## src/rtl/tmds_pkg.sv

```systemverilog
// Shared TMDS definitions: word widths, the four control tokens and the channel FSM states.
package tmds_pkg;

  localparam int unsigned TmdsWidth = 10;
  localparam int unsigned DataWidth = 8;

  localparam logic [TmdsWidth-1:0] TokenCtrl00 = 10'b1101010100;
  localparam logic [TmdsWidth-1:0] TokenCtrl01 = 10'b0010101011;
  localparam logic [TmdsWidth-1:0] TokenCtrl10 = 10'b0101010100;
  localparam logic [TmdsWidth-1:0] TokenCtrl11 = 10'b1010101011;

  typedef enum logic [1:0] {
    StSearch,
    StSlip,
    StLocked
  } state_e;

endpackage

```

## src/rtl/tmds_10b8b_decode.sv

```systemverilog
// Combinational TMDS 10b -> 8b decode: classifies control tokens and undoes the
// transition-minimising / DC-balancing encoding for data words.
module tmds_10b8b_decode
  import tmds_pkg::*;
(
  input  logic [TmdsWidth-1:0] din_i,
  output logic                 is_token_o,
  output logic [1:0]           ctrl_o,
  output logic [DataWidth-1:0] data_o
);

  logic [DataWidth-1:0] q;

  always_comb begin
    is_token_o = 1'b1;
    ctrl_o     = 2'b00;
    unique case (din_i)
      TokenCtrl00: ctrl_o = 2'b00;
      TokenCtrl01: ctrl_o = 2'b01;
      TokenCtrl10: ctrl_o = 2'b10;
      TokenCtrl11: ctrl_o = 2'b11;
      default:     is_token_o = 1'b0;
    endcase
  end

  // Bit 9 flags inversion for DC balance; bit 8 selects XOR vs XNOR chaining.
  always_comb begin
    q         = din_i[TmdsWidth-1] ? ~din_i[DataWidth-1:0] : din_i[DataWidth-1:0];
    data_o    = '0;
    data_o[0] = q[0];
    for (int i = 1; i < DataWidth; i++) begin
      data_o[i] = din_i[DataWidth] ? (q[i] ^ q[i-1]) : ~(q[i] ^ q[i-1]);
    end
  end

endmodule

```

## src/rtl/tmds_decoder_channel.sv

```systemverilog
// One TMDS receive channel: hunts for control-token runs to align the word boundary
// (requesting bitslips from the deserializer), then decodes words to pixel/control data.
module tmds_decoder_channel
  import tmds_pkg::*;
#(
  parameter int unsigned SEARCH_WIN   = 1024,
  parameter int unsigned TOKEN_RUN    = 16,
  parameter int unsigned SLIP_WAIT    = 4,
  parameter int unsigned LOCK_TIMEOUT = 65536
) (
  input  logic                 pclk,
  input  logic                 reset,
  input  logic [TmdsWidth-1:0] din,
  output logic                 bitslip,
  output logic                 locked,
  output logic [3:0]           slip_cnt,
  output logic                 vde,
  output logic [1:0]           ctrl,
  output logic [DataWidth-1:0] dout
);

  localparam int unsigned WinW  = (SEARCH_WIN > 1) ? $clog2(SEARCH_WIN) : 1;
  localparam int unsigned RunW  = $clog2(TOKEN_RUN + 1);
  localparam int unsigned WaitW = (SLIP_WAIT > 1) ? $clog2(SLIP_WAIT) : 1;
  localparam int unsigned ToW   = (LOCK_TIMEOUT > 1) ? $clog2(LOCK_TIMEOUT) : 1;

  localparam logic [WinW-1:0]  WinLast  = WinW'(SEARCH_WIN - 1);
  localparam logic [RunW-1:0]  RunFull  = RunW'(TOKEN_RUN);
  localparam logic [WaitW-1:0] WaitLast = WaitW'(SLIP_WAIT - 1);
  localparam logic [ToW-1:0]   ToLast   = ToW'(LOCK_TIMEOUT - 1);

  logic                 is_token;
  logic [1:0]           tok_ctrl;
  logic [DataWidth-1:0] dec_data;

  tmds_10b8b_decode u_decode (
    .din_i      (din),
    .is_token_o (is_token),
    .ctrl_o     (tok_ctrl),
    .data_o     (dec_data)
  );

  state_e               state_q, state_d;
  logic [TmdsWidth-1:0] prev_q;
  logic [RunW-1:0]      run_q, run_d;
  logic [WinW-1:0]      win_q, win_d;
  logic [WaitW-1:0]     wait_q, wait_d;
  logic [ToW-1:0]       to_q, to_d;
  logic [3:0]           slip_q, slip_d;
  logic                 vde_q, vde_d;
  logic [1:0]           ctrl_q, ctrl_d;
  logic [DataWidth-1:0] dout_q, dout_d;
  logic                 run_full;

  // Run length includes the current word so lock can be declared on the completing word.
  always_comb begin
    run_d = '0;
    if (state_q != StSlip && is_token) begin
      if (din == prev_q) begin
        run_d = (run_q == RunFull) ? run_q : run_q + 1'b1;
      end else begin
        run_d = RunW'(1);
      end
    end
  end

  assign run_full = (run_d == RunFull);

  always_comb begin
    state_d = state_q;
    win_d   = win_q;
    wait_d  = wait_q;
    to_d    = to_q;
    slip_d  = slip_q;
    bitslip = 1'b0;
    unique case (state_q)
      StSearch: begin
        if (run_full) begin
          state_d = StLocked;
          to_d    = '0;
          win_d   = '0;
        end else if (win_q == WinLast) begin
          bitslip = 1'b1;
          slip_d  = (slip_q == 4'd9) ? 4'd0 : slip_q + 4'd1;
          win_d   = '0;
          wait_d  = '0;
          state_d = StSlip;
        end else begin
          win_d = win_q + 1'b1;
        end
      end
      StSlip: begin
        if (wait_q == WaitLast) begin
          wait_d  = '0;
          state_d = StSearch;
        end else begin
          wait_d = wait_q + 1'b1;
        end
      end
      StLocked: begin
        if (run_full) begin
          to_d = '0;
        end else if (to_q == ToLast) begin
          state_d = StSearch;
          slip_d  = '0;
          win_d   = '0;
          to_d    = '0;
        end else begin
          to_d = to_q + 1'b1;
        end
      end
      default: state_d = StSearch;
    endcase
  end

  always_comb begin
    vde_d  = 1'b0;
    ctrl_d = ctrl_q;
    dout_d = '0;
    if (state_q != StLocked) begin
      ctrl_d = 2'b00;
    end else if (is_token) begin
      ctrl_d = tok_ctrl;
    end else begin
      vde_d  = 1'b1;
      dout_d = dec_data;
    end
  end

  always_ff @(posedge pclk) begin
    if (reset) begin
      state_q <= StSearch;
      prev_q  <= '0;
      run_q   <= '0;
      win_q   <= '0;
      wait_q  <= '0;
      to_q    <= '0;
      slip_q  <= '0;
      vde_q   <= 1'b0;
      ctrl_q  <= 2'b00;
      dout_q  <= '0;
    end else begin
      state_q <= state_d;
      prev_q  <= din;
      run_q   <= run_d;
      win_q   <= win_d;
      wait_q  <= wait_d;
      to_q    <= to_d;
      slip_q  <= slip_d;
      vde_q   <= vde_d;
      ctrl_q  <= ctrl_d;
      dout_q  <= dout_d;
    end
  end

  assign locked   = (state_q == StLocked);
  assign slip_cnt = slip_q;
  assign vde      = vde_q;
  assign ctrl     = ctrl_q;
  assign dout     = dout_q;

endmodule
```

## config.mk

```make
export PLATFORM = sky130hd
export DESIGN_NAME = tmds_decoder_channel
export DESIGN_NICKNAME = d
export VERILOG_FILES = /design/src/rtl/tmds_pkg.sv /design/src/rtl/tmds_10b8b_decode.sv /design/src/rtl/tmds_decoder_channel.sv
export SDC_FILE = /design/constraint.sdc
export NUM_CORES = 1
export LEC_CHECK = 0
export CAP_MARGIN = 5
export CORE_UTILIZATION = 55
export DETAILED_ROUTE_END_ITERATION = 8
export GPL_ROUTABILITY_DRIVEN = 1
export PLACE_DENSITY = 0.88
export SYNTH_ARGS = -nofsm -noshare
export SYNTH_HDL_FRONTEND = slang
export SYNTH_HIERARCHICAL = 1
export SYNTH_SLANG_ARGS = --single-unit
```

## constraint.sdc

```tcl
create_clock -name pclk -period 4.7 [get_ports pclk]
set_clock_uncertainty 0.15 [all_clocks]
set_input_delay 0.94 -clock pclk [delete_from_list [all_inputs] [get_ports pclk]]
set_output_delay 0.94 -clock pclk [all_outputs]
set_load 0.05 [all_outputs]
```

# --- Word level (Yosys, flattened, before mapping) ---
# Cells that the tools add are included.
classes:
  addsub: 5
  eq_ne: 22
  mux: 42
  bitwise: 15
  reduce_logical: 12
op_table:
  columns: ["op", "n"]
  rows:
  - ["16-bit two-way mux", 3]
  - ["10-bit two-way mux", 4]
  - ["16-bit case mux with 2 select lines", 1]
  - ["10-bit == test, second input constant", 3]
  - ["4-bit two-way mux", 5]
  - ["10-bit case mux with 2 select lines", 1]
  - ["16-bit by 1-bit adder with 16-bit output, second input constant", 1]
  - ["16-bit == test, second input constant", 1]
  - ["2-bit two-way mux", 8]
  - ["5-bit two-way mux", 3]
  - ["1-bit two-way mux", 12]
  - ["2-bit != test, second input constant", 6]
  - ["2-bit case mux with 3 select lines", 2]
  - ["10-bit by 1-bit adder with 10-bit output, second input constant", 1]
  - ["10-bit == test", 1]
  - ["10-bit by 8-bit == test with 1-bit output, second input constant", 1]
  - ["10-bit by 9-bit == test with 1-bit output, second input constant", 1]
  - ["5-bit == test, second input constant", 2]
  - ["8-bit two-way mux", 1]
  - ["8-bit inverter", 1]
  - ["4-bit case mux with 2 select lines", 1]
  - ["1-bit inverter", 7]
  - ["1-bit XOR", 7]
  - ["3-bit AND reduction", 2]
  - ["18 further kinds", 21]
word_totals:
  reg_bits: 60
  in_bits: 12
  wordCells: 106

# --- Logic depth before layout (Yosys ltp) ---
depth:
  word_depth: 8
  mapped_depth: 12
  ltp_nobuf: 10

# --- By module ---
# Netlist, hierarchy kept.
modules_own_cells:
  columns: ["module", "n_inst", "cells_per_inst", "area_per_inst_um2"]
  rows:
  - ["tmds_decoder_channel", 1, 349, 2984.1]
  - ["tmds_10b8b_decode", 1, 35, 279.0]

# --- Worst setup path after synthesis ---
# OpenSTA, ideal clock, no wires.
synth_path:
  path_type: "input -> output"
  from: "input port din[7]"
  to: "output port bitslip"
  t_arrival_ns: 2.670
  setup_slack_ns: 0.940
  path_stages: 11
  cell_sequence: "inv_1 -> ha_1 -> and3_1 -> nand3_1 -> nand2_1 -> o21ai_0 -> a2111oi_4 -> nand2_2 -> clkbuf_1 -> nand3_1 -> inv_1"
synth_via:
  elab_chain_cells: 8
  word_cells_on_any_way: 13
  cone_classes: "eq/ne: 6; mux: 5; reduce/logical: 2"
synth_rtl:
  columns: ["item", "line", "rtl"]
  rows:
  - ["from (decl)", "tmds_decoder_channel.sv:13", "input logic [TmdsWidth-1:0] din,"]
  - ["10-bit == test (tied with other cells)", "tmds_10b8b_decode.sv:17", "unique case (din_i)"]
  - ["4-bit OR reduction (no source line) (*)", null, null]
  - ["1-bit two-way mux (*)", "tmds_10b8b_decode.sv:17", null]
  - ["via is_token", "tmds_decoder_channel.sv:32", "logic is_token;"]
  - ["1-bit logical AND (*)", "tmds_decoder_channel.sv:58", "if (state_q != StSlip && is_token) begin"]
  - ["5-bit two-way mux (*)", "tmds_decoder_channel.sv:58", null]
  - ["5-bit == test (*)", "tmds_decoder_channel.sv:67", "assign run_full = (run_d == RunFull);"]
  - ["1-bit two-way mux (*)", "tmds_decoder_channel.sv:78", "if (run_full) begin"]
  - ["1-bit two-way mux (*)", "tmds_decoder_channel.sv:76", "unique case (state_q)"]
  - ["to (decl)", "tmds_decoder_channel.sv:14", "output logic bitslip,"]
# Mark *: on every way through the listed nets, which the timed path passes. The rest lies on a longest branch.

# --- Final worst setup path ---
layout_path:
  from: "input port din[1]"
  to: "output port bitslip"
# Same word-level chain as after synthesis.

==> summary.md <==
| Metric | Value |
|---|---|
| Die Width | `79.0 µm` |
| Worst Hold Depth | `1` |
| Diodes inserted | `0` |
| Worst slew pin tran | `887 ps` |
| RSZ-0062 raised after global routing | `false` |
| Design area | `roughly 0.0038 mm²` |
| Synth Net Count | `between 400 and 500` |
| Crit path max-delay family | `buffers and inverters` |
| Hold endpoint | `wait_q[0]` |
| Max_cap viols | `0` |
| Seq cells post-synth | `60` |
| Clock sinks | `60` |
| Period utilisation layout | `93.1%` |
| Clock Path Buffers | `2` |
| Number of CTS-inserted buffers | `9` |
| Ports | `29` |
| Main combinational cell family by area after synthesis | `simple AND/OR/NAND/NOR gates` |
| Peak supply drop | `0.000235 V` |
| Critical Path Fanout Max | `5` |
| CP cell instances | `clkdlybuf4s50_1, ha_1, nor2b_1, nand4_1, nand2_1, o21ai_0, a2111oi_4, nand2_2, nand3_1, inv_1, buf_4` |
| Count of yosys warnings during synthesis | `6` |
| Cts repair resizes | `0` |
| Worst-Skew Late Latency | `340 ps` |
| Flop2flop setup slack | `1810 ps` |
| Critical-path top delay cell | `clkdlybuf4s50_1` |
| Hold Fails Final Rpt | `0` |
| HPWL after detailed placement | `between 4000 and 5000 µm` |
| Area of the multi-input gates | `0.00187 mm²` |
| Fin util | `67.6%` |
| Async SR Flop Fraction | `0%` |
| CTS tree | `built` |
| Reg clk slew, reported paths | `60 ps` |
| Hold Path Class | `flip-flop to flip-flop` |
| Fillcell total | `468` |
| Drt pass-1 iters | `5` |
| Mapped cell area | `0.00326 mm²` |
| DR WL/cell | `14.8 µm` |
| Cells after Synth | `between 300 and 400` |
| Routability-driven placement congestion ratio | `0.814` |
| CTS Hold Bufs | `0` |
| DRT antenna net count | `0` |
| Largest net degree at the start of global routing | `40` |
| GR peak layer | `met2` |
| Hold Startpoint | `wait_q[0]` |
| Post-synthesis mux area share | `2.49%` |
| DRC errors left | `0` |
| Register area | `0.00120 mm²` |
| Critical R2R Launch | `state_q[0]` |
| Yosys top cell area share | `36.8%` |
| Layout overhead on the synthesized area | `16.1%` |
| Internal power | `between 800 and 900 µW` |
| Drt total wl | `between 7000 and 8000 µm` |
| Total Routing Usage GR | `24.9%` |
| Post-synthesis adder-cell area fraction | `5.75%` |
| H-tree levels | `3` |
| IO Port Bufs | `28` |
| Register area share after synthesis | `36.8%` |
| Crit. Startpoint | `din[1]` |
| Clock root buffer master | `clkbuf_8` |
| Vias | `between 2000 and 3000` |
| Share of layout cells above drive strength 1 | `approximately 6.7%` |
| Initial detailed-routing violation count | `183` |
| CP startpoint kind | `primary input` |
| Met2 Usage GRT | `40.1%` |
| Max_slew headroom | `40.3%` |
| Setup Viol. Count Final | `0` |
| Largest stage delay on the critical path | `580 ps` |
| Slew Viols, Final | `0` |
| Path depth of the worst reg2reg path | `7` |
| Floorplan Core Area | `0.00561 mm²` |
| Comb pwr share | `approximately 9%` |
| Non-Filler Instances | `489` |
| Die area | `0.00624 mm²` |
| Sw power | `270 µW` |
| Grt met1 use | `31.6%` |
| WP data arrival | `3280 ps` |
| Antenna violations before repair | `0` |
| Top_reg_cell synth | `dfxtp_1` |
| Vias per inst | `approximately 6` |
| Placement Rows | `27` |
| Yosys top cell by area | `dfxtp_1` |
| Area contributors post-synth | `dfxtp_1, ha_1, xnor2_1` |
| Initial Util | `58.2%` |
| Crit path time final | `between 4000 and 5000 ps` |
| Pwr Density | `294 mW/mm²` |
| Grt ovf | `0` |
| Die Span Y | `79.0 µm` |
| Post-CTS setup buffers | `0` |
| Sw frac | `between 20% and 30%` |
| Outcome | `finished, final reports clean` |
| Vias in the first global route | `2659` |
| Critical R2R Capture | `win_q[2]` |
| Worst path bufs/invs | `3` |
| Setup_tns | `0 ps` |
| Synth Area in Compound Gates | `between 10% and 20%` |
| Leakage | `1.41 nW` |
| EDFF count, synth | `0` |
| First-pass GRT wire length | `~12000 µm` |
| Syn Area/Cell | `8.50 µm²` |
| Simple-gate area share of the yosys netlist | `26.8%` |
| Yosys cell types | `52` |
| Setup Crit Path Kind | `primary input to primary output` |
| Placed instance count | `473` |
| Fmax | `approximately 230 MHz` |
| Worst Path Required | `approximately 3600 ps` |
| Sequential share of power | `between 40% and 50%` |
| Nature of the critical path endpoint | `primary output` |
| Clock share of power | `42.7%` |
| GRT met3 Usage | `4.94%` |
| Post-DP Area | `0.00359 mm²` |
| Layout Nets | `439` |
| Xor and xnor area share after synthesis | `7.25%` |
sequential cells by signal, summed over array words and instances, names as in the netlist:
register / count
ctrl: 2
slip_cnt: 4
dout: 8
wait_q: 2
state_q: 2
to_q: 16
run_q: 5
prev_q: 10
vde: 1
win_q: 10
routing by layer:
layer	wire, µm	part of all wire, %
met1	3340	46
met2	3410	47
met3	328	4.5
met4	155	2.1
met5	0	0
layout make-up:
| cell class | instances | share of cell area (%) |
|---|---|---|
| repair buffers | 32 | 8.12 |
| clock buffers | 12 | 4.10 |
| multi-input cells | 277 | 49.3 |
| clock inverters | 4 | 1.25 |
| well taps | 72 | 2.38 |
| flip-flops and latches | 60 | 31.7 |
| inverters | 32 | 3.17 |
through the flow:
step	worst slack, ps	power [mW]	hold slack (ps)
after floorplan	940	0.614	305
after global placement	466	0.643	324
after detailed placement	349	0.647	336
after CTS	304	1.11	345
after global routing	123	1.15	386
final	326	1.11	345
cell usage after synthesis (2+ instances only):
master	count
a211oi_1	3
a21o_1	3
a21oi_1	12
a22o_1	3
a311oi_1	2
a31oi_1	7
and2_1	12
and3_1	9
and4_1	3
buf_2	3
buf_6	2
clkbuf_1	9
dfxtp_1	60
ha_1	15
inv_1	32
mux2i_1	7
nand2_1	18
nand2b_1	10
nand3_1	18
nand4_1	18
nor2_1	28
nor2b_1	13
nor3_1	11
nor4_1	4
o211ai_1	5
o21ai_0	13
o221ai_1	5
o22ai_1	4
o32ai_1	2
or3_1	6
xnor2_1	21
xor2_1	6
worst max-delay path by stage:
stage	to	slack, ps	depth (start not counted)
floorplan	bitslip	940	11
global placement	bitslip	470	11
detailed placement	bitslip	350	11
CTS	bitslip	300	11
global route	bitslip	120	11
finish	bitslip	330	11
power groups by stage:
stage | clock, mW | sequential, mW | combinational [mW]
CTS | 0.476 | 0.540 | 0.0973
global route | 0.502 | 0.541 | 0.108
global placement | 0 | 0.550 | 0.0923
finish | 0.475 | 0.540 | 0.0973
floorplan | 0 | 0.553 | 0.0613
detailed placement | 0 | 0.551 | 0.0957
logic make-up (layout without fill, tap and decap cells):
logic type | Yosys count | after routing
AND/OR/NAND/NOR | 159 | 159
AO/OA/AOI/OAI | 68 | 68
flip-flops | 60 | 60
buffers and inverters | 47 | 80
XOR/XNOR | 27 | 27
adder cells (fa/ha/maj) | 15 | 15
multiplexers | 8 | 8
cells in the final DEF, fill, tap and decap left out, drive strengths merged, types with 5 or more instances in the layout:
| cell type | instances |
|---|---|
| clkbuf | 12 |
| and3 | 10 |
| ha | 15 |
| inv | 32 |
| nand3 | 18 |
| nand2 | 19 |
| or3 | 6 |
| nor2 | 28 |
| a31oi | 7 |
| dfxtp | 60 |
| o21ai | 13 |
| clkdlybuf4s50 | 27 |
| nand2b | 10 |
| o211ai | 5 |
| buf | 5 |
| nor2b | 13 |
| nor3 | 12 |
| xor2 | 6 |
| a21oi | 12 |
| o221ai | 5 |
| and2 | 12 |
| mux2i | 7 |
| nand4 | 18 |
| xnor2 | 21 |
No activity file was read; power rests on OpenSTA's default activity.
